**config.mk**
```make
export PLATFORM = sky130hd
export DESIGN_NAME = instr_fetch_unit
export DESIGN_NICKNAME = d
export VERILOG_FILES = /design/src/rtl/cpu_pkg.sv /design/src/rtl/instr_fetch_unit_fetch_out_reg.sv /design/src/rtl/instr_fetch_unit.sv
export SDC_FILE = /design/constraint.sdc
export NUM_CORES = 1
export LEC_CHECK = 0
export CORE_MARGIN = 4
export CORE_UTILIZATION = 44
export DETAILED_ROUTE_END_ITERATION = 12
export PLACE_DENSITY = 0.83
export SYNTH_ARGS = -nofsm -noshare
export SYNTH_HDL_FRONTEND = slang
export SYNTH_SLANG_ARGS = --single-unit
```
**constraint.sdc**
```tcl
create_clock -name clk -period 2.4 [get_ports clk]
set_clock_uncertainty 0.1 [all_clocks]
set_input_delay 0.72 -clock clk [delete_from_list [all_inputs] [get_ports clk]]
set_output_delay 0.72 -clock clk [all_outputs]
set_load 0.005 [all_outputs]
```
**src/rtl/cpu_pkg.sv**
```systemverilog
// ----------------------------------------------------------------------------
// cpu_pkg
//   Definitions shared by the CPU front end and the control unit:
//     - OPCODE_W and the opcode encodings carried in instr[INSTR_W-1 -: 4]
//     - fetch_state_t, the state encoding of the instruction fetch unit
//   HALTED is used only when the design is built with FETCH_HALT_EN defined.
// ----------------------------------------------------------------------------
package cpu_pkg;

    localparam int OPCODE_W = 4;

    localparam logic [OPCODE_W-1:0] OP_ADD    = 4'b0000;
    localparam logic [OPCODE_W-1:0] OP_SUB    = 4'b0001;
    localparam logic [OPCODE_W-1:0] OP_AND    = 4'b0010;
    localparam logic [OPCODE_W-1:0] OP_OR     = 4'b0011;
    localparam logic [OPCODE_W-1:0] OP_LOAD   = 4'b0100;
    localparam logic [OPCODE_W-1:0] OP_STORE  = 4'b0101;
    localparam logic [OPCODE_W-1:0] OP_BRANCH = 4'b0110;
    localparam logic [OPCODE_W-1:0] OP_HALT   = 4'b1111;

    typedef enum logic [1:0] {
        FETCH  = 2'd0,
        ISSUE  = 2'd1,
        HALTED = 2'd2
    } fetch_state_t;

endpackage

```
**src/rtl/instr_fetch_unit_fetch_out_reg.sv**
```systemverilog
// ----------------------------------------------------------------------------
// fetch_out_reg
//   Valid/ready holding register between fetch and decode.
//   Ports:
//     clk, reset          clock (rising edge) and asynchronous active-high reset
//     load                capture load_instr/load_pc and raise valid
//     load_instr, load_pc word and its address to capture
//     flush               drop the held word; takes priority over load and
//                         over the handshake
//     ready               decode accepts the word while valid is high
//     valid, instr, pc    held word presented to decode
//   instr and pc change only on load, so they stay stable while valid waits
//   for ready.
// ----------------------------------------------------------------------------
module fetch_out_reg #(
    parameter int ADDR_W  = 8,
    parameter int INSTR_W = 16
) (
    input  logic               clk,
    input  logic               reset,
    input  logic               load,
    input  logic [INSTR_W-1:0] load_instr,
    input  logic [ADDR_W-1:0]  load_pc,
    input  logic               flush,
    input  logic               ready,
    output logic               valid,
    output logic [INSTR_W-1:0] instr,
    output logic [ADDR_W-1:0]  pc
);

    always_ff @(posedge clk or posedge reset) begin
        if (reset) begin
            valid <= 1'b0;
            instr <= '0;
            pc    <= '0;
        end else if (flush) begin
            valid <= 1'b0;
        end else if (load) begin
            valid <= 1'b1;
            instr <= load_instr;
            pc    <= load_pc;
        end else if (valid && ready) begin
            valid <= 1'b0;
        end
    end

endmodule

```
**src/rtl/instr_fetch_unit.sv**
```systemverilog
// ----------------------------------------------------------------------------
// instr_fetch_unit
//   CPU front end: drives the PC, fetches instructions from instruction
//   memory over req/ack and hands them to decode over valid/ready.
//   Ports:
//     clk, reset                 clock (rising edge), async active-high reset
//     imem_req, imem_addr        fetch request (held until ack) and word address
//     imem_ack, imem_rdata       one-cycle ack with the fetched word
//     if_valid, if_ready         handshake towards decode
//     if_instr, if_pc            instruction word and its address
//     if_opcode                  instr[INSTR_W-1 -: 4], for the control unit
//     branch_taken, branch_target  redirect from execute; wins over ack and
//                                  the decode handshake in the same cycle
//   Build option: FETCH_HALT_EN -- after an OP_HALT instruction is accepted by
//   decode the unit stops fetching until reset or a branch redirect.
// ----------------------------------------------------------------------------
module instr_fetch_unit
    import cpu_pkg::*;
#(
    parameter int                ADDR_W   = 8,
    parameter int                INSTR_W  = 16,
    parameter logic [ADDR_W-1:0] RESET_PC = '0
) (
    input  logic                clk,
    input  logic                reset,
    output logic                imem_req,
    output logic [ADDR_W-1:0]   imem_addr,
    input  logic                imem_ack,
    input  logic [INSTR_W-1:0]  imem_rdata,
    output logic                if_valid,
    input  logic                if_ready,
    output logic [INSTR_W-1:0]  if_instr,
    output logic [OPCODE_W-1:0] if_opcode,
    output logic [ADDR_W-1:0]   if_pc,
    input  logic                branch_taken,
    input  logic [ADDR_W-1:0]   branch_target
);

    fetch_state_t      state;
    logic [ADDR_W-1:0] pc;
    logic [ADDR_W-1:0] req_addr;
    logic              req;
    logic              discard;

    logic ack_seen;
    logic out_load;
    logic out_flush;

    // An ack only counts against an outstanding request.
    assign ack_seen  = req && imem_ack;
    assign out_load  = (state == FETCH) && ack_seen && !discard && !branch_taken;
    assign out_flush = branch_taken && (state == ISSUE);

    assign imem_req  = req;
    // Latched separately from pc so the address stays put while a redirect
    // moves pc underneath an outstanding request.
    assign imem_addr = req_addr;
    assign if_opcode = if_instr[INSTR_W-1 -: OPCODE_W];

    always_ff @(posedge clk or posedge reset) begin
        if (reset) begin
            state    <= FETCH;
            pc       <= RESET_PC;
            req_addr <= RESET_PC;
            req      <= 1'b0;
            discard  <= 1'b0;
        end else begin
            case (state)
                FETCH: begin
                    if (branch_taken) begin
                        pc <= branch_target;
                        if (req) begin
                            if (imem_ack) begin
                                // Data arriving with the redirect is simply dropped.
                                req     <= 1'b0;
                                discard <= 1'b0;
                            end else begin
                                // The late ack for the old address must be thrown away.
                                discard <= 1'b1;
                            end
                        end
                    end else if (req) begin
                        if (imem_ack) begin
                            req     <= 1'b0;
                            discard <= 1'b0;
                            if (!discard) begin
                                pc    <= pc + ADDR_W'(1);
                                state <= ISSUE;
                            end
                        end
                    end else begin
                        req      <= 1'b1;
                        req_addr <= pc;
                    end
                end

                ISSUE: begin
                    if (branch_taken) begin
                        pc    <= branch_target;
                        state <= FETCH;
                    end else if (if_valid && if_ready) begin
`ifdef FETCH_HALT_EN
                        state <= (if_opcode == OP_HALT) ? HALTED : FETCH;
`else
                        state <= FETCH;
`endif
                    end
                end

`ifdef FETCH_HALT_EN
                HALTED: begin
                    if (branch_taken) begin
                        pc    <= branch_target;
                        state <= FETCH;
                    end
                end
`endif

                default: state <= FETCH;
            endcase
        end
    end

    fetch_out_reg #(
        .ADDR_W (ADDR_W),
        .INSTR_W(INSTR_W)
    ) u_out (
        .clk       (clk),
        .reset     (reset),
        .load      (out_load),
        .load_instr(imem_rdata),
        .load_pc   (req_addr),
        .flush     (out_flush),
        .ready     (if_ready),
        .valid     (if_valid),
        .instr     (if_instr),
        .pc        (if_pc)
    );

endmodule

```
* Yosys cells after proc, flatten, opt, wreduce, memory -nomap -nowiden
Cells that the tools add are included.
Widths: inputs -> output; s select.
** Storage, ports and cells
- Output and inout port bits :: 38
- Bits of input ports :: 29
- Word-level logic and storage cells :: 63
- Flip-flop bits (word level) :: 45
** Cells by class
- Reductions and logical operators :: 17
- Add/subtract/negate cells :: 1
- Bitwise operators :: 3
- Equal/unequal tests :: 10
- Mux-type cells :: 24
** Operator list (number)
- $mux 8 :: 5
- $pmux 8 s2 :: 1
- $mux 2 :: 6
- $mux 1 :: 11
- $ne 2x2->1 const B :: 5
- $reduce_and 5->1 :: 2
- $ne 3x3->1 const B :: 3
- $add 8x1->8 const B :: 1
- $logic_and 1x1->1 :: 6
- $reduce_and 3->1 :: 2
- $pmux 2 s2 :: 1
- $reduce_bool 2->1 :: 2
- $ne 3x2->1 const B :: 1
- $not 1->1 :: 3
- $reduce_bool 3->1 :: 1
- $eq 2x1->1 const B :: 1
- $logic_not 1->1 :: 2
- $logic_not 2->1 :: 1
- $reduce_and 2->1 :: 1

* Depth between registers and ports, before layout
- Depth after elaboration :: 6
- Gate-level depth with buffers :: 5
- Mapped depth without buffers :: 4

* By module
A second synthesis with hierarchy kept.
** Second synthesis, totals
- Cells, all modules :: 148
- Area total of the unflattened synthesis :: 2040.7 um^2
** By module, submodules not included
- fetch_out_reg :: area an instance 1054.8 um^2, cells an instance 57, times used 1, seq. area each 625.6 um^2
- instr_fetch_unit :: area an instance 985.9 um^2, cells an instance 91, times used 1, seq. area each 475.5 um^2

* Worst setup path before layout
No wires, ideal clock.
- Kind :: input to register
- From :: in branch_taken
- To :: reg u_out.instr[0]
- Cell stages on the path :: 4
- Buffers on the path :: 2
- Data required time :: 2.175 ns
- Setup time :: 0.125 ns
- Arrival time :: 1.687 ns
- Slack :: 0.488 ns
- Cell sequence :: clkbuf_1 > nor2_2 > buf_2 > mux2_2
** On the way
- Cells in the longest elaborated chain, start to end :: 3
- Elaborated cells between the ends (all ways) :: 5
- Those cells by class :: bitwise: 1; reduce/logical: 4
** Ends and longest elaborated chain
- from (decl) :: RTL line instr_fetch_unit.sv:35 : input logic branch_taken,
- $logic_not 1->1 or $logic_and 1x1->1 (tied branches) :: RTL line instr_fetch_unit.sv:51, instr_fetch_unit.sv:52
- $logic_and 1x1->1 or $not 1->1 (tied branches)
- $reduce_and 2->1 (no line) (*)
- to (signal assigned) :: RTL line instr_fetch_unit_fetch_out_reg.sv:40 : instr <= load_instr;
- to (decl) :: RTL line instr_fetch_unit_fetch_out_reg.sv:27 : output logic [INSTR_W-1:0] instr,
Every way passes the cells marked *; elsewhere a longest branch is shown, timed or not.
A chain may end at the register's enable or synchronous reset.

* Final worst setup path
- From :: reg req, in the netlist imem_req
- To :: out imem_req
** RTL lines
- from (decl) :: RTL line instr_fetch_unit.sv:42 : logic req;
- from (signal assigned) :: RTL line instr_fetch_unit.sv:65 : req <= 1'b0;
- from (signal assigned) :: RTL line instr_fetch_unit.sv:75 : req <= 1'b0;
- from (signal assigned) :: RTL line instr_fetch_unit.sv:84 : req <= 1'b0;
- to (decl) :: RTL line instr_fetch_unit.sv:26 : output logic imem_req,
No word-level cell between the ends.

==> flow_metrics.tcl <==
set metrics [dict create \
    critical_path.startpoint "imem_req" \
    regArea_um2 1100 \
    post-dp-hpwl_um 3210 \
    period_minus_slack_ns 2.24 \
    fmax_mhz 447 \
    drive_above_1_share_pct 23.7 \
    powerDensity_nw_per_um2 1120 \
    wl_per_cell_um 15.7 \
    setup_viol 0 \
    postSynth.asyncResetShare_pct 100 \
    synth_xor_area_share_pct 0.461 \
    route.met2.wl_um 1970 \
    yosys.area.top_type_share_pct 58.0 \
    multi_input_area_um2 717 \
    ant_nets 0 \
    total_power_w 0.00304 \
    first_pass_iters 4 \
    synth-compound-area-share_pct 6.79 \
    crit_arrival_ns 1.42 \
    drt-met1-wl_um 1760 \
    cp-endpoint "imem_req" \
    synthTopCellsByArea "dfrtp_1 (58%), mux2_2 (19%), a31oi_1 (2.0%)" \
    cts_sinks 44 \
    syn-instance-count 143 \
    whs_ns 0.411 \
    die_area_um2 5430 \
    grt.total_usage_pct 16.5 \
    vdd_drop_max_v 0.000526 \
    worstSetupEndpointType "output port" \
    ys_seq_elements 44 \
    reg2regPathDepth 4 \
    synthSimpleGateAreaFrac_pct 10.3 \
    drt_iter0_markers 66 \
    antenna_cells 0 \
    period_share_pct 93.3 \
    path_max_fanout 9 \
    clock_latency_ns 0.29 \
    start_kind "flip-flop" \
    crit_chain "clkdlybuf4s50_1" \
    wl_met3_um 368 \
    syn_to_final_growth_pct 43.5 \
    start_util_pct 46.5 \
    vias 1405 \
    grt_pass1_vias 1511 \
    cts-root-buf "clkbuf_8" \
    ys.flop_type "dfrtp_1" \
    drv_slew 0 \
    r2r-start "imem_req" \
    io_pins 67 \
    synthesis.nets 173 \
    synth_edf_count 0 \
    cts_buffer_depth 2 \
    grt_overflow 0 \
    cp_data_required_time_ns 1.58 \
    hold_class "flip-flop to flip-flop" \
    cts_tree "built" \
    gp_congestion 0.831 \
    maxCapViolCount 0 \
    highest_layer "met4" \
    antenna_found_initial 0 \
    cp_top_family "buffers and inverters" \
    clk_pin_slew_ns 0.08 \
    synthAdderAreaFrac_pct 0.659 \
    post_synth_num_cell_types 34 \
    path_depth 1 \
    drcViolationCount 0 \
    cts_htree_levels 2 \
    vias_per_cell 5.30 \
    synth_top_family_by_area "multiplexers" \
    slowest_stage "clkdlybuf4s50_1" \
    cts.repair.resized 0 \
    synth-seq-area-share_pct 58.0 \
    worstMarginPinSlew_ns 0.361 \
    grt_max_degree 45 \
    synth_top_area_cell "dfrtp_1" \
    rsz0062_at_grt "no" \
    core_area_um2 4090 \
    synth_warnings 0 \
    numCtsBuffers 5 \
    nFillCells 297 \
    synth_area_per_cell_um2 13.3 \
    grt_pass1_wl_um 6840 \
    die-width_um 73.7 \
    p_leak_nw 1.10 \
    worstPathBufferInverterCount 1 \
    status "finished clean" \
    cts_hold_buffers 0 \
    cts_setup_buffers 0 \
    synth_area_um2 1900 \
    cpPeakStageDelay_ns 0.58 \
    ff2ff_setup_slack_ns 0.73 \
    synthMuxAreaShare_pct 19.5 \
    io_buffers 66 \
    reg2reg_to "u_out.instr[14]" \
    postRouteWirelength_um 4170 \
    core.rowCount 23 \
    final_hold_viol_count 0 \
    max_slew_margin_pct 75.9 \
    chipHeight_um 73.7 \
    nNetsFinal 245 \
    crit_type "flip-flop to output port" \
]
area by class of cell:
type	count	share of cell area, %
Sequential cell	44	40.4
Timing Repair Buffer	75	27.6
Clock inverter	1	0.184
Clock buffer	6	2.66
Tap cell	50	2.29
Inverter	4	0.551
Multi-Input combinational cell	85	26.3
power by group:
part | switching (W) | internal [W] | total, W
Combinational | 0.000394 | 0.000923 | 0.00132
Sequential | 0.000239 | 0.00106 | 0.00130
Clock | 0.000227 | 0.000198 | 0.000425
Total | 0.000860 | 0.00218 | 0.00304
how the worst min path moves through the flow:
stage,startpoint,end,slack (ns),depth (start not counted)
floorplan,pc[7],imem_addr[7],0.39,1
global placement,u_out.instr[8],u_out.instr[8],0.39,1
detailed placement,u_out.instr[1],u_out.instr[1],0.40,1
CTS,u_out.instr[1],u_out.instr[1],0.42,1
global route,u_out.instr[0],u_out.instr[0],0.44,1
finish,u_out.instr[0],u_out.instr[0],0.41,1
cells in the final DEF, fill, tap and decap left out, types with 2 or more instances in the layout:
master and count:
a31oi_1 6, a21oi_1 3, mux2_2 32, o21ai_0 4, nand2_1 6, nand3_1 4
buf_12 2, or4_1 3, dfrtp_1 44, nor2_1 5, inv_1 2, o31ai_1 2
clkbuf_8 5, clkinv_1 2, clkdlybuf4s50_1 66, nor2b_1 2, nor4b_1 2, buf_4 7
synth_stat cells (2+ instances only):
master,count
clkbuf_1,2
nand2_1,6
o31ai_1,2
a31oi_1,6
buf_4,5
mux2_2,32
buf_2,2
o21ai_0,4
or4_1,3
nor2_1,5
inv_1,3
nor4b_1,2
nand3_1,4
dfrtp_1,44
nor2b_1,2
a21oi_1,3
state kept, by name, indices dropped and copies added, names as in the netlist:
name         flops
u_out.instr     16
imem_addr        8
pc               8
u_out.pc         8
discard          1
imem_req         1
state            1
u_out.valid      1
through the flow:
step	TNS [ns]	std cells	util [%]	area (um2)	worst slack [ns]
after floorplan	0	143	-	1900	0.488
after global placement	0	258	64.8	2650	0.0165
after detailed placement	-0.721	258	64.8	2650	-0.0500
after CTS	0	265	66.7	2730	0.154
after global routing	0	265	66.7	2730	0.0990
final	0	265	66.7	2730	0.161
metal layers:
metal / vias up / global-route usage (%)
met1: 678 / 20.8
met5: - / 0
met3: 7 / 5.34
met2: 61 / 26.3
met4: 0 / 6.24
li1: 659 / -
kinds of logic (layout without fill, tap and decap cells):
group	Yosys count	count (layout)
AOI/OAI and AO/OA	20	20
xor gates and xnor gates	1	1
adders and majority gates	1	1
buffers and inverters	14	86
DFF	44	44
muxes	33	33
and+or+nand+nor	30	30
Power figures use the tool's default switching activity.
